### src/rtl/pong_axil_pkg.sv
// Shared types and constants for the pong AXI4-Lite command initiator.
package pong_axil_pkg;

    typedef enum logic [2:0] {
        IDLE,
        WADDR,
        WRESP,
        RADDR,
        RDATA
    } state_e;

    localparam logic [1:0] RESP_OKAY   = 2'b00;
    localparam logic [1:0] RESP_EXOKAY = 2'b01;
    localparam logic [1:0] RESP_SLVERR = 2'b10;
    localparam logic [1:0] RESP_DECERR = 2'b11;

endpackage

### src/rtl/pong_axil_master.sv
// AXI4-Lite initiator: turns one command (write or read) into a single AXI4-Lite
// transaction and returns a one-cycle response pulse. A watchdog flags (but never
// abandons) transactions that take too long.
module pong_axil_master
    import pong_axil_pkg::*;
#(
    parameter int C_M_AXI_ADDR_WIDTH = 4,
    parameter int C_M_AXI_DATA_WIDTH = 32,
    parameter int TIMEOUT            = 256
) (
    input  logic                            m_axi_aclk,
    input  logic                            m_axi_aresetn,
    // command / response port
    input  logic                            cmd_valid,
    output logic                            cmd_ready,
    input  logic                            cmd_write,
    input  logic [C_M_AXI_ADDR_WIDTH-1:0]   cmd_addr,
    input  logic [C_M_AXI_DATA_WIDTH-1:0]   cmd_wdata,
    input  logic [C_M_AXI_DATA_WIDTH/8-1:0] cmd_wstrb,
    output logic                            rsp_valid,
    output logic [C_M_AXI_DATA_WIDTH-1:0]   rsp_rdata,
    output logic [1:0]                      rsp_resp,
    output logic                            timeout_err,
    // AXI4-Lite write channels
    output logic [C_M_AXI_ADDR_WIDTH-1:0]   m_axi_awaddr,
    output logic [2:0]                      m_axi_awprot,
    output logic                            m_axi_awvalid,
    input  logic                            m_axi_awready,
    output logic [C_M_AXI_DATA_WIDTH-1:0]   m_axi_wdata,
    output logic [C_M_AXI_DATA_WIDTH/8-1:0] m_axi_wstrb,
    output logic                            m_axi_wvalid,
    input  logic                            m_axi_wready,
    input  logic [1:0]                      m_axi_bresp,
    input  logic                            m_axi_bvalid,
    output logic                            m_axi_bready,
    // AXI4-Lite read channels
    output logic [C_M_AXI_ADDR_WIDTH-1:0]   m_axi_araddr,
    output logic [2:0]                      m_axi_arprot,
    output logic                            m_axi_arvalid,
    input  logic                            m_axi_arready,
    input  logic [C_M_AXI_DATA_WIDTH-1:0]   m_axi_rdata,
    input  logic [1:0]                      m_axi_rresp,
    input  logic                            m_axi_rvalid,
    output logic                            m_axi_rready
);

    localparam int STRB_W = C_M_AXI_DATA_WIDTH / 8;
    localparam int CNT_W  = $clog2(TIMEOUT + 1);
    localparam logic [CNT_W-1:0] CNT_MAX = CNT_W'(TIMEOUT);

    state_e                          state_q, state_d;
    logic [C_M_AXI_ADDR_WIDTH-1:0]   addr_q, addr_d;
    logic [C_M_AXI_DATA_WIDTH-1:0]   wdata_q, wdata_d;
    logic [STRB_W-1:0]               wstrb_q, wstrb_d;
    logic                            awvalid_q, awvalid_d;
    logic                            wvalid_q, wvalid_d;
    logic                            rsp_valid_q, rsp_valid_d;
    logic [C_M_AXI_DATA_WIDTH-1:0]   rsp_rdata_q, rsp_rdata_d;
    logic [1:0]                      rsp_resp_q, rsp_resp_d;
    logic [CNT_W-1:0]                wd_cnt_q, wd_cnt_d;
    logic                            timeout_err_q, timeout_err_d;

    logic aw_hs;
    logic w_hs;

    // Next-state, channel valids, response capture and watchdog
    always_comb begin
        state_d       = state_q;
        addr_d        = addr_q;
        wdata_d       = wdata_q;
        wstrb_d       = wstrb_q;
        awvalid_d     = awvalid_q;
        wvalid_d      = wvalid_q;
        rsp_valid_d   = 1'b0;
        rsp_rdata_d   = rsp_rdata_q;
        rsp_resp_d    = rsp_resp_q;
        wd_cnt_d      = wd_cnt_q;
        timeout_err_d = timeout_err_q;

        aw_hs = awvalid_q & m_axi_awready;
        w_hs  = wvalid_q & m_axi_wready;

        case (state_q)
            IDLE: begin
                if (cmd_valid) begin
                    addr_d   = cmd_addr;
                    wdata_d  = cmd_wdata;
                    wstrb_d  = cmd_wstrb;
                    wd_cnt_d = '0;
                    if (cmd_write) begin
                        state_d   = WADDR;
                        awvalid_d = 1'b1;
                        wvalid_d  = 1'b1;
                    end else begin
                        state_d = RADDR;
                    end
                end
            end
            WADDR: begin
                if (aw_hs) awvalid_d = 1'b0;
                if (w_hs)  wvalid_d  = 1'b0;
                // A dropped valid inside WADDR means that channel's handshake is already recorded.
                if ((!awvalid_q || aw_hs) && (!wvalid_q || w_hs)) begin
                    state_d = WRESP;
                end
            end
            WRESP: begin
                if (m_axi_bvalid) begin
                    state_d     = IDLE;
                    rsp_valid_d = 1'b1;
                    rsp_resp_d  = m_axi_bresp;
                    rsp_rdata_d = '0;
                end
            end
            RADDR: begin
                if (m_axi_arready) state_d = RDATA;
            end
            RDATA: begin
                if (m_axi_rvalid) begin
                    state_d     = IDLE;
                    rsp_valid_d = 1'b1;
                    rsp_resp_d  = m_axi_rresp;
                    rsp_rdata_d = m_axi_rdata;
                end
            end
            default: state_d = IDLE;
        endcase

        if (state_q != IDLE) begin
            if (wd_cnt_q != CNT_MAX) wd_cnt_d = wd_cnt_q + 1'b1;
            if (wd_cnt_d == CNT_MAX) timeout_err_d = 1'b1;
        end
    end

    // State and datapath registers, cleared asynchronously
    always_ff @(posedge m_axi_aclk or negedge m_axi_aresetn) begin
        if (!m_axi_aresetn) begin
            state_q       <= IDLE;
            addr_q        <= '0;
            wdata_q       <= '0;
            wstrb_q       <= '0;
            awvalid_q     <= 1'b0;
            wvalid_q      <= 1'b0;
            rsp_valid_q   <= 1'b0;
            rsp_rdata_q   <= '0;
            rsp_resp_q    <= RESP_OKAY;
            wd_cnt_q      <= '0;
            timeout_err_q <= 1'b0;
        end else begin
            state_q       <= state_d;
            addr_q        <= addr_d;
            wdata_q       <= wdata_d;
            wstrb_q       <= wstrb_d;
            awvalid_q     <= awvalid_d;
            wvalid_q      <= wvalid_d;
            rsp_valid_q   <= rsp_valid_d;
            rsp_rdata_q   <= rsp_rdata_d;
            rsp_resp_q    <= rsp_resp_d;
            wd_cnt_q      <= wd_cnt_d;
            timeout_err_q <= timeout_err_d;
        end
    end

    // Held low while reset is asserted so no command is taken during reset.
    assign cmd_ready     = (state_q == IDLE) & m_axi_aresetn;
    assign rsp_valid     = rsp_valid_q;
    assign rsp_rdata     = rsp_rdata_q;
    assign rsp_resp      = rsp_resp_q;
    assign timeout_err   = timeout_err_q;

    assign m_axi_awaddr  = addr_q;
    assign m_axi_awprot  = '0;
    assign m_axi_awvalid = awvalid_q;
    assign m_axi_wdata   = wdata_q;
    assign m_axi_wstrb   = wstrb_q;
    assign m_axi_wvalid  = wvalid_q;
    assign m_axi_bready  = (state_q == WRESP);

    assign m_axi_araddr  = addr_q;
    assign m_axi_arprot  = '0;
    assign m_axi_arvalid = (state_q == RADDR);
    assign m_axi_rready  = (state_q == RDATA);

endmodule

### config.mk
export PLATFORM = sky130hd
export DESIGN_NAME = pong_axil_master
export DESIGN_NICKNAME = d
export VERILOG_FILES = /design/src/rtl/pong_axil_pkg.sv /design/src/rtl/pong_axil_master.sv
export SDC_FILE = /design/constraint.sdc
export NUM_CORES = 1
export LEC_CHECK = 0
export BUFFER_PORTS_ARGS = -buffer_cell sky130_fd_sc_hd__buf_2
export CORE_MARGIN = 3
export CORE_UTILIZATION = 30
export DETAILED_ROUTE_END_ITERATION = 16
export GPL_TIMING_DRIVEN = 0
export PLACE_DENSITY = 0.52
export SETUP_SLACK_MARGIN = 0.4
export SYNTH_ARGS = -nofsm -noshare
export SYNTH_HDL_FRONTEND = slang
export SYNTH_SLANG_ARGS = --single-unit
### constraint.sdc
create_clock -name m_axi_aclk -period 3.16 [get_ports m_axi_aclk]
set_input_delay 0.158 -clock m_axi_aclk [delete_from_list [all_inputs] [get_ports m_axi_aclk]]
set_output_delay 0.158 -clock m_axi_aclk [all_outputs]
set_load 0.005 [all_outputs]
# [Word-level counts from Yosys, hierarchy flattened]
# Cells that the tools add are included.
[op_classes] add_sub_neg=1 eq_ne=14 mux=27 n_bitwise=3 reduce_logical=15
[ops] cell="$mux W32" n=2
[ops] cell="$pmux W32 S2" n=1
[ops] cell="$mux W9" n=5
[ops] cell="$mux W3" n=5
[ops] cell="$pmux W3 S5" n=1
[ops] cell="$ne A2 B2 Y1 const B" n=7
[ops] cell="$add A9 B1 Y9 const B" n=1
[ops] cell="$eq A9 B9 Y1 const B" n=1
[ops] cell="$ne A9 B9 Y1 const B" n=1
[ops] cell="$reduce_and A4 Y1" n=2
[ops] cell="$eq A3 B2 Y1 const B" n=2
[ops] cell="$mux W1" n=6
[ops] cell="$mux W2" n=3
[ops] cell="$pmux W1 S2" n=3
[ops] cell="$reduce_and A5 Y1" n=1
[ops] cell="$pmux W2 S2" n=1
[ops] cell="$reduce_and A2 Y1" n=2
[ops] cell="$reduce_bool A2 Y1" n=2
[ops] cell="$and A1 B1 Y1" n=3
[ops] cell="$eq A3 B1 Y1 const B" n=1
[ops] cell="$eq A3 B3 Y1 const B" n=1
[ops] cell="$logic_not A3 Y1" n=1
[ops] cell="$reduce_and A3 Y1" n=1
[ops] cell="$reduce_bool A3 Y1" n=1
[ops] cell="4 further kinds" n=6
[totals] ff_bits=90 inputBits=85 out_inout_bits=92 wordCells=71

# [Depth between registers and ports, before layout]
# Gate-level depths: netlist of the first run.
[logic_depth] word_depth=6 ltp_mapped=6 depth_no_buf=6

# [Worst setup path before layout of the first run]
# No wires, ideal clock.
[synth_timing] path_kind="flip-flop to flip-flop" startpoint="register state_q[2]" endpoint="register addr_q[2] (netlist: m_axi_araddr[2])" t_arrival_ns=1.444 path_slack_ns=1.588 stages_incl_launch_ff=6 path_buffers=2 period_less_slack_ns=1.572 path_cell_list="dfrtp_1 > nor3_2 > and2_1 > buf_4 > buf_6 > mux2_1"
[synth_between] elab_chain_cells=2
[synth_rtl] element="from (decl)" line="pong_axil_master.sv:51" text="state_e state_q, state_d;"
[synth_rtl] element="from (signal assigned)" line="pong_axil_master.sv:150" text="state_q <= state_d;"
[synth_rtl] element="$logic_not A3 Y1" line="pong_axil_master.sv:83" text="case (state_q)"
[synth_rtl] element="$reduce_and A2 Y1 (no source line)"
[synth_rtl] element="to (signal assigned)" line="pong_axil_master.sv:151" text="addr_q <= addr_d;"
[synth_rtl] element="to (decl)" line="pong_axil_master.sv:52" text="logic [C_M_AXI_ADDR_WIDTH-1:0] addr_q, addr_d;"
# No other way between the ends.
# A chain may end at the register's enable or synchronous reset.

# [Final worst setup path of the first run]
[layout_timing] startpoint="register state_q[2]" endpoint="output port cmd_ready"
[layout_between] elab_chain_cells=2
[layout_rtl] element="$logic_not A3 Y1" line="pong_axil_master.sv:165" text="assign cmd_ready = (state_q == IDLE) & m_axi_aresetn;"
[layout_rtl] element="$and A1 B1 Y1" line="pong_axil_master.sv:165"
[layout_rtl] element="to (decl)" line="pong_axil_master.sv:15" text="output logic cmd_ready,"
# No other way between the ends.

==> results of run 1 <==
final cells by class:
type / instances / share of cell area (%)
Timing Repair Buffer: 172 / 16.85
Tap cell: 168 / 3.976
Sequential cell: 90 / 42.60
Inverter: 7 / 0.4970
Clock buffer: 12 / 4.663
Multi-Input combinational cell: 174 / 26.77
Clock inverter: 3 / 0.8994
Buffer: 29 / 3.740
registers in the layout, indices dropped and copies added, names as in the netlist:
signal / cells
m_axi_awvalid: 1
m_axi_wdata: 32
m_axi_araddr: 4
rsp_rdata: 32
state_q: 3
rsp_valid: 1
m_axi_wstrb: 4
wd_cnt_q: 9
m_axi_wvalid: 1
rsp_resp: 2
timeout_err: 1
power by group:
| part | total [mW] | internal (mW) | leakage [nW] | switching, mW |
|---|---|---|---|---|
| combinational | 1.90 | 1.02 | 1.45 | 0.880 |
| clock | 1.07 | 0.635 | 0.143 | 0.438 |
| sequential | 2.01 | 1.69 | 1.14 | 0.314 |
| total | 4.98 | 3.34 | 2.74 | 1.63 |
metrics by stage:
step	power [mW]	instance area [um^2]	utilization [%]	instances	hold WS, ps
6_report	4.975	5286	42.94	655	25.26
4_1_cts	5.073	5286	42.94	655	11.74
5_1_grt	5.381	5286	42.94	655	18.01
3_5_place_dp	3.962	4982	40.47	639	127.7
3_3_place_gp	3.917	4952	40.22	638	375.4
2_1_floorplan	3.050	3891	-	300	-137.6
layout by cell type (no fill, tap or decap), types with 2 or more instances in the layout:
| cell | Yosys | final |
|---|---|---|
| o21ai_1 | 4 | 4 |
| and3_1 | 2 | 2 |
| nor3b_2 | 2 | 2 |
| clkbuf_16 | 0 | 9 |
| o311ai_1 | 2 | 2 |
| dfrtp_1 | 90 | 90 |
| mux2i_1 | 4 | 4 |
| nor2b_1 | 2 | 2 |
| mux2_1 | 39 | 39 |
| and2_1 | 4 | 4 |
| inv_1 | 5 | 5 |
| buf_2 | 14 | 183 |
| nand2b_1 | 4 | 4 |
| ha_1 | 2 | 2 |
| o31ai_1 | 2 | 2 |
| inv_2 | 2 | 2 |
| buf_4 | 11 | 12 |
| nand3_1 | 6 | 6 |
| clkbuf_1 | 0 | 2 |
| a21oi_1 | 3 | 3 |
| buf_6 | 4 | 4 |
| nand3b_1 | 2 | 2 |
| conb_1 | 1 | 6 |
| nand2_1 | 12 | 12 |
| o21ai_0 | 12 | 12 |
| nor2_1 | 4 | 4 |
| a31oi_1 | 4 | 4 |
| a211oi_1 | 2 | 2 |
| xor2_1 | 3 | 3 |
| a22o_1 | 34 | 34 |
path summary, 6_finish.rpt:
| path | startpoint | endpoint | slack, ps | cells after the start |
|---|---|---|---|---|
| max | state_q[2] | cmd_ready | 1270 | 4 |
| min | cmd_wdata[18] | m_axi_wdata[18] | 30 | 2 |
| max reg2reg | state_q[2] | m_axi_wdata[29] | 1360 | 5 |
| min reg2reg | timeout_err | timeout_err | 470 | 1 |
| max in group asynchronous | m_axi_aresetn | m_axi_araddr[3] | 2230 | 3 |
| min in group asynchronous | m_axi_aresetn | rsp_rdata[22] | 300 | 2 |
repair_timing:
| action | CTS | global route |
|---|---|---|
| endpoints found under the hold margin | 30 | 0 |
| setup buffers | 0 | 0 |
| hold buffers | 1 | 0 |
cells in the mapped netlist (all sizes together), types with 3 or more instances:
| cell type | count | share of area, % |
|---|---|---|
| mux2 | 40 | 12 |
| nand3 | 6 | 0.78 |
| dfrtp | 90 | 58 |
| inv | 7 | 0.68 |
| xor2 | 3 | 0.68 |
| nor3b | 3 | 0.84 |
| nor2 | 5 | 0.55 |
| a21oi | 4 | 0.81 |
| nand2 | 12 | 1.2 |
| o21ai | 16 | 2.1 |
| a22o | 34 | 7.7 |
| a31oi | 4 | 0.65 |
| buf | 29 | 5.1 |
| nand2b | 4 | 0.65 |
| and2 | 4 | 0.65 |
| mux2i | 4 | 1.0 |
cells by family after synthesis:
logic type / count (synthesis)
adders and majority gates: 2
xor gates and xnor gates: 4
muxes: 44
DFF: 90
and+or+nand+nor: 47
AOI/OAI and AO/OA: 71
buffers and inverters: 36
other: 1
layer usage:
layer | global-route usage, % | vias up | routed length [um] | share of wire [%]
met5 | 0 | - | 0 | 0
met4 | 6.156 | 0 | 189 | 1.9
met3 | 4.901 | 12 | 937 | 9.6
met2 | 22.00 | 140 | 4419 | 45
met1 | 18.10 | 1445 | 4228 | 43
li1 | - | 1430 | - | -
==> results.md, run 1 <==
- Status: finished clean
- Post-synthesis adder-cell area fraction: 0.6462%
- Initial antenna violation count: 0
- Top Ports: 177
- Critical path peak fanout: 10
- Drt pass-1 iters: 4
- Routability cong.: 0.7326
- Setup Viol. Count Final: 0
- Area occupied by multi-input gates: 1415 um^2
- Worst setup path class: flop to output port
- Yosys reg bits: 90
- Startpoint types: flop
- Ordered cell list for the critical path: nor3_2 > buf_2 > and2_1 > buf_2
- Clock latency on the worst-skew pair: 340 ps
- CTS tree: yes
- DRC violations left: 0
- Synth Area per Inst: 13.13 um^2
- HP Class: primary input to flop
- Worst-path clk slew: 60 ps
- Sequential area share after synthesis: 58.16%
- Largest stage delay on the critical path: 460 ps
- Top FF cell, synth: dfrtp_1
- Vias: 3027
- Core Area: 12310 um^2
- Ys async rst share: 100.0%
- Compound-Gate Fraction of Synth Area: 14.02%
- Vias in the first global route: 3161
- Max cap viols: 0
- CTS Buf Count: 9
- Post-Synthesis Cells: 295
- WP data required: 3000 ps
- Dpl ws: 1324 ps
- Final slew viol count: 0
- Cell family with the largest share of critical-path delay: simple AND/OR/NAND/NOR gates
- Crit path max-delay cell type: dfrtp_1
- Congestion Overflow GR: 0
- RSZ-0062 raised after global routing: no
- Via/cell ratio: 4.621
- Area grow syn2layout: 36.51%
- Hold Fails Final Rpt: 0
- Simple-gate share of the synthesized area: 7.722%
- Pin count of the biggest net entering global routing: 62
- Buf/Inv on CP: 2
- Iteration-0 DRC Markers: 136
- Total GRT Usage: 14.22%
- Worst clock skew: 8.197 ps
- Antenna cells: 0
- Die area: 14310 um^2
- # rows: 40
- Cell Area, Synth: 3872 um^2
- Multiplexer share of the synthesized area: 12.67%
- Clk buf depth: 2
- Syn. warnings: 0
- Pwr/cell area: 941.2 nW/um^2
- CTS Root Cell: clkbuf_16
- Drt wl/cell: 14.92 um
- Detail Route Antenna Nets: 0
- Hpwl dp: 7397 um
- Main combinational cell family by area after synthesis: compound AO/OA/AOI/OAI gates
- Post-synthesis xor/xnor area fraction: 0.9047%
- First-pass GRT wire length: 16160 um
- Setup crit end kind: output port
- FMAX: 529.6 MHz
- Post-cts resize count: 0
- Critical path's most frequent cell: buf_2
- Layout fillers: 1217
- Yosys cell types: 47
- Port bufs: 170
- Fin crit share: 59.75%
- Initial Util: 31.45%
- Final worst slack: 1272 ps
- Die Y: 119.6 um
- Pleak: 2.737 nW
- FF+latch area: 2252 um^2
- Final WL: 9774 um
- Max VDD drop: 0.0004543 V
- Clock Sinks: 90
- Setup TNS: 0 ps
- H-tree levels: 3
- Nets: 570
- WP data arrival: 1730 ps
- Fraction of layout cells with a size suffix above 1: 46.00%
- Die W: 119.6 um
- Crit path time final: 1888 ps
- EDFF count, synth: 0
No activity file was read; power rests on OpenSTA's default activity.
==> run 2, diff against run 1 <==
PLACE_DENSITY = 0.54   (was 0.52)
clock period = 1.7 ns   (was 3.16 ns; I/O delays follow)
==> results.md, run 2 (same netlist as run 1, synthesis figures left out) <==
- Status: complete, but fails checks
- Failing checks: negative hold slack
- Iteration-0 DRC Markers: 161 (+18%)
- Vias in the first global route: 3666 (+16%)
- Nets: 694 (+22%)
- CTS tree: yes
- WP data arrival: 1850 ps (+120 ps)
- Detail Route Antenna Nets: 0 (unchanged)
- Die area: 14310 um^2 (unchanged)
- Layout fillers: 1051 (-14%)
- Initial antenna violation count: 0 (unchanged)
- Antenna cells: 0 (unchanged)
- Congestion Overflow GR: 0 (unchanged)
- Largest stage delay on the critical path: 440 ps (-20 ps)
- Worst setup path class: flop to flop
- Met3 Use GR: 5.608% (+0.71 points)
- Worst clock skew: 7.699 ps (-0.4978 ps)
- Initial Util: 31.45% (unchanged)
- R2r setup slk: 70 ps (-1290 ps)
- HP Class: primary input to async pin
- Final WL: 12020 um (+23%)
- Crit path max-delay cell type: dfrtp_2
- M1 GR Usage: 19.81% (+1.7 points)
- Die Y: 119.6 um (unchanged)
- First-pass GRT wire length: 18190 um (+13%)
- WP data required: 1920 ps (-1080 ps)
- Total GRT Usage: 15.87% (+1.6 points)
- CTS Buf Count: 9 (unchanged)
- Drt wl/cell: 15.41 um (+3.2%)
- Clock Sinks: 90 (unchanged)
- Critical path peak fanout: 5 (-5)
- Pwr/cell area: 1675 nW/um^2 (+78%)
- Tot Pwr: 11.69 mW (+130%)
- Most frequent cells in the layout: 172 x buf_2, 84 x dfrtp_1, 74 x dlygate4sd3_1, 41 x buf_4, 40 x mux2_4
- Top Ports: 177 (unchanged)
- Final slew viol count: 0 (unchanged)
- Hold Slack: -247.7 ps (-273.0 ps)
- Final worst slack: 73.51 ps (-1198 ps)
- Routability cong.: 0.8062 (+10%)
- Startpoint types: flop
- Max cap viols: 0 (unchanged)
- Max VDD drop: 0.0007929 V (+75%)
- Setup Viol. Count Final: 0 (unchanged)
- DRC violations left: 0 (unchanged)
- Cell family with the largest share of critical-path delay: flip-flops
- CTS Root Cell: clkbuf_16
- Core Area: 12310 um^2 (unchanged)
- Critical R2R Launch: state_q[0]
- # rows: 40 (unchanged)
- Most common cell after layout, fill and taps aside: buf_2
- Area occupied by multi-input gates: 1697 um^2 (+20%)
- Via/cell ratio: 4.521 (-2.2%)
- Clk buf depth: 2 (unchanged)
- Port bufs: 170 (unchanged)
- Hold Fails Final Rpt: 61 (+61)
- Critical path depth: 6 (+2)
- FF-to-FF End: m_axi_wdata[31]
- Setup crit end kind: flop
- Setup TNS: 0 ps (unchanged)
- RSZ-0062 raised after global routing: yes
- Worst-path clk slew: 70 ps (about the same)
- Drt pass-1 iters: 4 (unchanged)
- GRT busiest layer: met2
- Clock latency on the worst-skew pair: 350 ps (about the same)
- Met2 global-route usage: 25.39% (+3.4 points)
- Pin count of the biggest net entering global routing: 63 (+1.6%)
- Vias: 3526 (+16%)
- Dpl ws: -13.37 ps (-1337 ps)
- Pleak: 3.541 nW (+29%)
- Hold_buf cts: 76 (+75)
- Dpl cells: 639 (unchanged)
- Fin crit share: 95.68%
- Die W: 119.6 um (unchanged)
- Area grow syn2layout: 80.13%
- Fraction of layout cells with a size suffix above 1: 55.39% (+9.4 points)
- Critical path's most frequent cell: buf_8
- Buf/Inv on CP: 3 (+1)
- Reg2Reg Depth: 6 (+1)
- Hpwl dp: 7127 um (-3.7%)
- Crit path time final: 1626 ps
- H-tree levels: 3 (unchanged)
- FF+latch area: 2260 um^2 (+0.33%)
- Non-Filler Instances: 780 (+19%)
- Ordered cell list for the critical path: nor3_4 > and2_4 > buf_12 > buf_8 > buf_8 > mux2_4
- FMAX: 614.8 MHz
run 2: cell types whose count changed in the layout (fill, tap and decap cells not counted), sizes merged:
cell and change:
clkinv +2, dlygate4sd3 +73, buf +47, clkinvlp +1
clkbuf +2
run 2: cell type report:
cell class / count / area share [%]
buffer: 29 / 4.359
multi-input combinational: 174 / 24.32
tap: 168 / 3.013
sequential: 90 / 32.39
inverter: 7 / 0.3767
clock inverter: 6 / 0.9327
clock buffer: 10 / 3.283
timing repair buffer: 296 / 31.32
run 2: how the worst max path moves through the flow:
stage / start / to
after floorplan: state_q[1] / m_axi_araddr[2]
after global placement: m_axi_aresetn / state_q[1]
after detailed placement: state_q[1] / m_axi_wdata[29]
after CTS: wd_cnt_q[0] / timeout_err
after global routing: state_q[0] / m_axi_wdata[31]
final: state_q[0] / m_axi_wdata[31]
run 2: worst register-to-register path, stage by stage, from the launching register on:
cell and delay [ps]:
dfrtp_2 440, nor3_4 220, and2_4 180, buf_12 110
buf_8 120, buf_8 130, mux2_4 300
run 2: layer usage:
layer	vias up	wire (um)
met3	15	857
met1	1696	5180
met5	-	0
met2	133	5794
li1	1682	-
met4	0	183
run 2: per-stage QoR:
| step | cell area, um^2 | util (%) |
|---|---|---|
| 2_1_floorplan | 3945 | - |
| 3_3_place_gp | 5006 | 40.66 |
| 3_5_place_dp | 5036 | 40.90 |
| 4_1_cts | 6541 | 53.13 |
| 5_1_grt | 6975 | 56.66 |
| 6_report | 6975 | 56.66 |
run 2: power by group:
part | internal, mW | leakage [nW] | switching [mW] | total (mW)
logic | 3.67 | 2.27 | 2.20 | 5.87
clock network | 1.14 | 0.143 | 0.860 | 2.00
registers | 3.16 | 1.13 | 0.651 | 3.81
total | 7.97 | 3.54 | 3.71 | 11.7
run 2: what timing repair did:
item | in CTS | in global routing
buffers inserted | 27 | 15
cloned | 3 | 4
resized for setup | 63 | 52
setup endpoints to repair | 92 | 92
pin swaps | 25 | 6
hold endpoints to repair | 102 | 61
